[config.mk]
export PLATFORM = sky130hd
export DESIGN_NAME = mc_main_ctrl
export DESIGN_NICKNAME = d
export VERILOG_FILES = /design/src/rtl/mc_ctrl_pkg.sv /design/src/rtl/mc_ctrl_outdec.sv /design/src/rtl/mc_main_ctrl.sv
export SDC_FILE = /design/constraint.sdc
export NUM_CORES = 1
export LEC_CHECK = 0
export ABC_AREA = 1
export CORE_AREA = 2 2 48 50
export CTS_BUF_LIST = sky130_fd_sc_hd__clkbuf_8
export CTS_CLUSTER_DIAMETER = 200
export DETAILED_ROUTE_END_ITERATION = 6
export DIE_AREA = 0 0 50 52
export PLACE_DENSITY = 0.59
export SYNTH_ARGS = -nofsm -noshare
export SYNTH_HDL_FRONTEND = slang
export SYNTH_HIERARCHICAL = 1
export SYNTH_SLANG_ARGS = --single-unit
export TNS_END_PERCENT = 20
[constraint.sdc]
create_clock -name clk -period 1.85 [get_ports clk]
set_clock_uncertainty 0.15 [all_clocks]
set_input_delay 0.37 -clock clk [delete_from_list [all_inputs] [get_ports clk]]
set_output_delay 0.37 -clock clk [all_outputs]
set_load 0.02 [all_outputs]
[src/rtl/mc_ctrl_pkg.sv]
// Shared constants and types for the multi-cycle MIPS main control FSM.
// State codes, opcodes, ALU/mux select encodings and the control bundle.
package mc_ctrl_pkg;

  typedef enum logic [3:0] {
    S_IDLE      = 4'd0,
    S_FETCH     = 4'd1,
    S_DECODE    = 4'd2,
    S_MEM_ADDR  = 4'd3,
    S_MEM_READ  = 4'd4,
    S_MEM_WB    = 4'd5,
    S_MEM_WRITE = 4'd6,
    S_R_EXEC    = 4'd7,
    S_R_WB      = 4'd8,
    S_ADDI_EXEC = 4'd9,
    S_ADDI_WB   = 4'd10,
    S_BRANCH    = 4'd11,
    S_TRAP      = 4'd12,
    S_JUMP      = 4'd13
  } state_t;

  localparam logic [5:0] OP_RTYPE = 6'b000000;
  localparam logic [5:0] OP_LW    = 6'b100011;
  localparam logic [5:0] OP_SW    = 6'b101011;
  localparam logic [5:0] OP_BEQ   = 6'b000100;
  localparam logic [5:0] OP_J     = 6'b000010;
  localparam logic [5:0] OP_ADDI  = 6'b001000;

  localparam logic [1:0] ALUOP_ADD   = 2'b00;
  localparam logic [1:0] ALUOP_SUB   = 2'b01;
  localparam logic [1:0] ALUOP_FUNCT = 2'b10;

  localparam logic [1:0] SRCB_REG   = 2'b00;
  localparam logic [1:0] SRCB_FOUR  = 2'b01;
  localparam logic [1:0] SRCB_IMM   = 2'b10;
  localparam logic [1:0] SRCB_IMMSH = 2'b11;

  localparam logic [1:0] PCSRC_ALU  = 2'b00;
  localparam logic [1:0] PCSRC_OUT  = 2'b01;
  localparam logic [1:0] PCSRC_JUMP = 2'b10;

  typedef struct packed {
    logic       pc_write;
    logic       pc_write_cond;
    logic       iord;
    logic       mem_read;
    logic       mem_write;
    logic       ir_write;
    logic       mem_to_reg;
    logic       reg_dst;
    logic       reg_write;
    logic       alu_src_a;
    logic [1:0] alu_src_b;
    logic [1:0] alu_op;
    logic [1:0] pc_source;
    logic       illegal;
  } ctrl_t;

  // Unsupported opcodes fall into TRAP and stay there until reset.
  function automatic state_t dispatch(input logic [5:0] op);
    state_t s;
    case (op)
      OP_RTYPE:      s = S_R_EXEC;
      OP_LW, OP_SW:  s = S_MEM_ADDR;
      OP_BEQ:        s = S_BRANCH;
      OP_J:          s = S_JUMP;
      OP_ADDI:       s = S_ADDI_EXEC;
      default:       s = S_TRAP;
    endcase
    return s;
  endfunction

endpackage

[src/rtl/mc_ctrl_outdec.sv]
// Output decoder: maps the current FSM state (plus mem_ready in FETCH)
// onto the full datapath control vector.
import mc_ctrl_pkg::*;

module mc_ctrl_outdec (
  input  state_t state,
  input  logic   mem_ready,
  output ctrl_t  ctrl
);

  always_comb begin
    ctrl = '0;
    unique case (state)
      S_FETCH: begin
        ctrl.mem_read  = 1'b1;
        ctrl.alu_src_b = SRCB_FOUR;
        ctrl.alu_op    = ALUOP_ADD;
        ctrl.pc_source = PCSRC_ALU;
        ctrl.ir_write  = mem_ready;
        ctrl.pc_write  = mem_ready;
      end
      S_DECODE: begin
        ctrl.alu_src_b = SRCB_IMMSH;
        ctrl.alu_op    = ALUOP_ADD;
      end
      S_MEM_ADDR, S_ADDI_EXEC: begin
        ctrl.alu_src_a = 1'b1;
        ctrl.alu_src_b = SRCB_IMM;
        ctrl.alu_op    = ALUOP_ADD;
      end
      S_MEM_READ: begin
        ctrl.mem_read = 1'b1;
        ctrl.iord     = 1'b1;
      end
      S_MEM_WB: begin
        ctrl.reg_write  = 1'b1;
        ctrl.mem_to_reg = 1'b1;
      end
      S_MEM_WRITE: begin
        ctrl.mem_write = 1'b1;
        ctrl.iord      = 1'b1;
      end
      S_R_EXEC: begin
        ctrl.alu_src_a = 1'b1;
        ctrl.alu_src_b = SRCB_REG;
        ctrl.alu_op    = ALUOP_FUNCT;
      end
      S_R_WB: begin
        ctrl.reg_write = 1'b1;
        ctrl.reg_dst   = 1'b1;
      end
      S_ADDI_WB: begin
        ctrl.reg_write = 1'b1;
      end
      S_BRANCH: begin
        ctrl.alu_src_a     = 1'b1;
        ctrl.alu_src_b     = SRCB_REG;
        ctrl.alu_op        = ALUOP_SUB;
        ctrl.pc_write_cond = 1'b1;
        ctrl.pc_source     = PCSRC_OUT;
      end
      S_JUMP: begin
        ctrl.pc_write  = 1'b1;
        ctrl.pc_source = PCSRC_JUMP;
      end
      S_TRAP: begin
        ctrl.illegal = 1'b1;
      end
      default: begin
        ctrl = '0;
      end
    endcase
  end

endmodule

[src/rtl/mc_main_ctrl.sv]
// Multi-cycle MIPS main control FSM: state register and next-state logic.
// Outputs are decoded from state so an async reset drops every strobe at once.
import mc_ctrl_pkg::*;

module mc_main_ctrl (
  input  logic       clk,
  input  logic       rst,
  input  logic [5:0] opcode,
  input  logic       zero,
  input  logic       mem_ready,
  output logic       pc_write,
  output logic       pc_write_cond,
  output logic       iord,
  output logic       mem_read,
  output logic       mem_write,
  output logic       ir_write,
  output logic       mem_to_reg,
  output logic       reg_dst,
  output logic       reg_write,
  output logic       alu_src_a,
  output logic [1:0] alu_src_b,
  output logic [1:0] alu_op,
  output logic [1:0] pc_source,
  output logic       illegal,
  output logic [3:0] state
);

  state_t cur;
  state_t nxt;
  ctrl_t  ctrl;

  // The branch decision is made in the datapath (pc_write_cond & zero).
  logic unused_zero;
  assign unused_zero = zero;

  always_comb begin
    nxt = cur;
    unique case (cur)
      S_IDLE:      nxt = S_FETCH;
      S_FETCH:     if (mem_ready) nxt = S_DECODE;
      S_DECODE:    nxt = dispatch(opcode);
      S_MEM_ADDR:  nxt = (opcode == OP_SW) ? S_MEM_WRITE : S_MEM_READ;
      S_MEM_READ:  if (mem_ready) nxt = S_MEM_WB;
      S_MEM_WB:    nxt = S_FETCH;
      S_MEM_WRITE: if (mem_ready) nxt = S_FETCH;
      S_R_EXEC:    nxt = S_R_WB;
      S_R_WB:      nxt = S_FETCH;
      S_ADDI_EXEC: nxt = S_ADDI_WB;
      S_ADDI_WB:   nxt = S_FETCH;
      S_BRANCH:    nxt = S_FETCH;
      S_JUMP:      nxt = S_FETCH;
      S_TRAP:      nxt = S_TRAP;
      default:     nxt = S_IDLE;
    endcase
  end

  always_ff @(posedge clk or posedge rst) begin
    if (rst) cur <= S_IDLE;
    else     cur <= nxt;
  end

  mc_ctrl_outdec u_outdec (
    .state     (cur),
    .mem_ready (mem_ready),
    .ctrl      (ctrl)
  );

  assign pc_write      = ctrl.pc_write;
  assign pc_write_cond = ctrl.pc_write_cond;
  assign iord          = ctrl.iord;
  assign mem_read      = ctrl.mem_read;
  assign mem_write     = ctrl.mem_write;
  assign ir_write      = ctrl.ir_write;
  assign mem_to_reg    = ctrl.mem_to_reg;
  assign reg_dst       = ctrl.reg_dst;
  assign reg_write     = ctrl.reg_write;
  assign alu_src_a     = ctrl.alu_src_a;
  assign alu_src_b     = ctrl.alu_src_b;
  assign alu_op        = ctrl.alu_op;
  assign pc_source     = ctrl.pc_source;
  assign illegal       = ctrl.illegal;
  assign state         = cur;

endmodule

==> metrics.txt <==
status finished, final reports clean; first-pass GRT wire length 2815 µm; Post-DP Area 967.2 µm²; FF+latch area between 100 and 150 µm²; RSZ-0062 raised after global routing true; worst-margin pin slew around 0.22 ns; dpl ws -0.3124 ns; Crit Path Max Fanout 6; hold buffers post-CTS 0; cell area after synthesis about 600 µm²; max_slew headroom 85.54%; Setup CP Type register to output pin; fmax 555.9 MHz; layout cell share with drive strength beyond 1 between 30% and 40%; Vias/cell 4.445; Fill cells 227; Rows 17; core area around 0.0021 mm²; die width ~50 µm; First-pass DRT Iterations 4; Design Area, Final 972.2 µm²; final hold viol count 0; clk buf depth 2; largest net degree at the start of global routing 8; Final WS setup 0.05102 ns; initial antenna violation count 0; critical path startpoint category register; hpwl dp 1361 µm; GRT Total Usage 13.89%; max cap viols 0; Max VDD drop approximately 0.00085 V; Worst Path Arrival 1.28 ns; Nets approximately 160; final hold slack approximately 0.18 ns; die area around 0.0026 mm²; Inserted Diodes 0; drt wl/cell 9.145 µm; Power Density 1496 mW/mm²; Avg Cell Area, Syn 5.578 µm²; remaining global-route overflow 0; # DRC 0; Post-Synthesis Cells 107; TritonCTS Sinks 4; max reg flops 4; number of I/O pins 31; final setup fails 0; register bit total from synthesis 4; Post-Syn Nets ~120; Synth-to-Final Area Change 62.89%; Synth Warn # 6; CTS tree done; Root Buffer clkbuf_8; Critical Path RT 1.33 ns; vias 769; CP startpoint state[3]; initial core utilization 28.34%; r2r startpoint state[2]; Final Max Tran Viols 0; RD Place Congestion roughly 0.8; leakage 0.5184 nW; vias in the first global route 705; Routed WL 1582 µm; DRT antenna net count 0; path category of the worst min-delay check primary input to asynchronous set/reset pin; Multi-input gate area 432.9 µm²; Num CTS Buffers 3; Clk pin slew, worst setup/hold paths 0.03 ns; H-tree levels 1; later-pin clock latency in the skew report 0.21 ns; count of cell types in the netlist 21; fin crit share 97.24%; Final min period 1.799 ns; post-synthesis sequential area ratio 16.77%; CP endpoint kind output pin; 1st-iter DRT viols 14; PortBufs 29; Die H 52 µm; Power, Total about 1.5 mW
## logic make-up (layout without fill, tap and decap cells)
kind of cell           Yosys count  after routing  share of synthesized area [%]
flip-flops                       4              4                          16.77
AO/OA/AOI/OAI                   11             11                          11.32
buffers and inverters           18             56                          11.95
AND/OR/NAND/NOR                 74             74                          59.96
## synthesized netlist by cell type
master,number,area share (%)
and2_0,1,1.0
dfrtp_1,4,17
nor2_4,3,5.7
nand2_1,28,18
buf_4,1,1.3
inv_2,6,3.8
clkinv_1,1,0.63
o21ai_2,2,2.9
nand4_1,1,1.0
o22ai_1,1,1.0
nor2_1,16,10
inv_1,10,6.3
o21ai_1,4,3.4
nand2_4,1,1.9
nor3_1,3,2.5
a21oi_1,2,1.7
a21oi_2,1,1.5
nand2_2,6,6.3
nor2_2,6,6.3
nand3_1,9,7.5
o21ai_0,1,0.84
## power by group
group	total [mW]	switching (mW)	internal [mW]
Sequential	0.197	0.0666	0.130
Clock	0.180	0.0418	0.138
Combinational	1.08	0.674	0.403
## final cells by class
type | count | share of cell area [%]
clock buffer | 3 | 4.247
inverter | 17 | 6.564
multi-input combinational | 85 | 44.53
sequential | 4 | 10.68
tap | 28 | 3.604
timing repair buffer | 36 | 30.37
## per-layer routing
metal / global-route usage [%] / wire, µm / up-vias
met4: 5.556 / 0 / 0
met1: 14.69 / 668 / 330
li1: - / - / 409
met2: 27.41 / 842 / 30
met3: 1.724 / 71 / 0
met5: 0 / 0 / -
## critical path: stages (launching register included)
cell             delay, ns
dfrtp_2               0.44
inv_2                 0.09
nand2_2               0.10
o21ai_1               0.16
clkdlybuf4s15_2       0.28
## placed cells by master, fill, tap and decap left out
cell / count
clkinv_1: 1
nand2_1: 28
o22ai_1: 1
nand2_4: 2
buf_4: 7
nor3_1: 3
inv_1: 10
nor2_4: 3
inv_2: 6
and2_0: 1
nor2_1: 15
nor2_2: 7
o21ai_1: 4
clkdlybuf4s50_1: 8
dlygate4sd2_1: 7
a21oi_2: 1
buf_2: 5
o21ai_2: 2
nand3_1: 9
clkdlybuf4s15_1: 5
clkbuf_8: 3
clkdlybuf4s15_2: 1
nand2_2: 5
o21ai_0: 1
dfrtp_1: 1
dfrtp_2: 3
clkbuf_2: 3
nand4_1: 1
a21oi_1: 2
## stage by stage
| stage | util, % | cells | setup TNS (ns) |
|---|---|---|---|
| floorplan | - | 107 | 0 |
| global placement | 45.93 | 170 | -1.234 |
| detailed placement | 45.93 | 170 | -1.429 |
| CTS | 47.95 | 173 | 0 |
| global route | 46.17 | 173 | -0.03927 |
| finish | 46.17 | 173 | 0 |
## path summary, 6_finish.rpt
check / to / slack (ns) / cells past startpoint
max: mem_read / 0.05 / 4
min: state[1] / 0.18 / 2
max reg2reg: state[0] / 0.24 / 9
min reg2reg: state[3] / 0.62 / 3
max in group asynchronous: state[3] / 1.20 / 2
min in group clk: state[3] / 0.62 / 3
## timing repair
item,4_1_cts,5_1_grt
setup endpoints to repair,21,15
setup buffers,0,0
gates resized for setup,41,15
No activity file was read; power rests on OpenSTA's default activity.
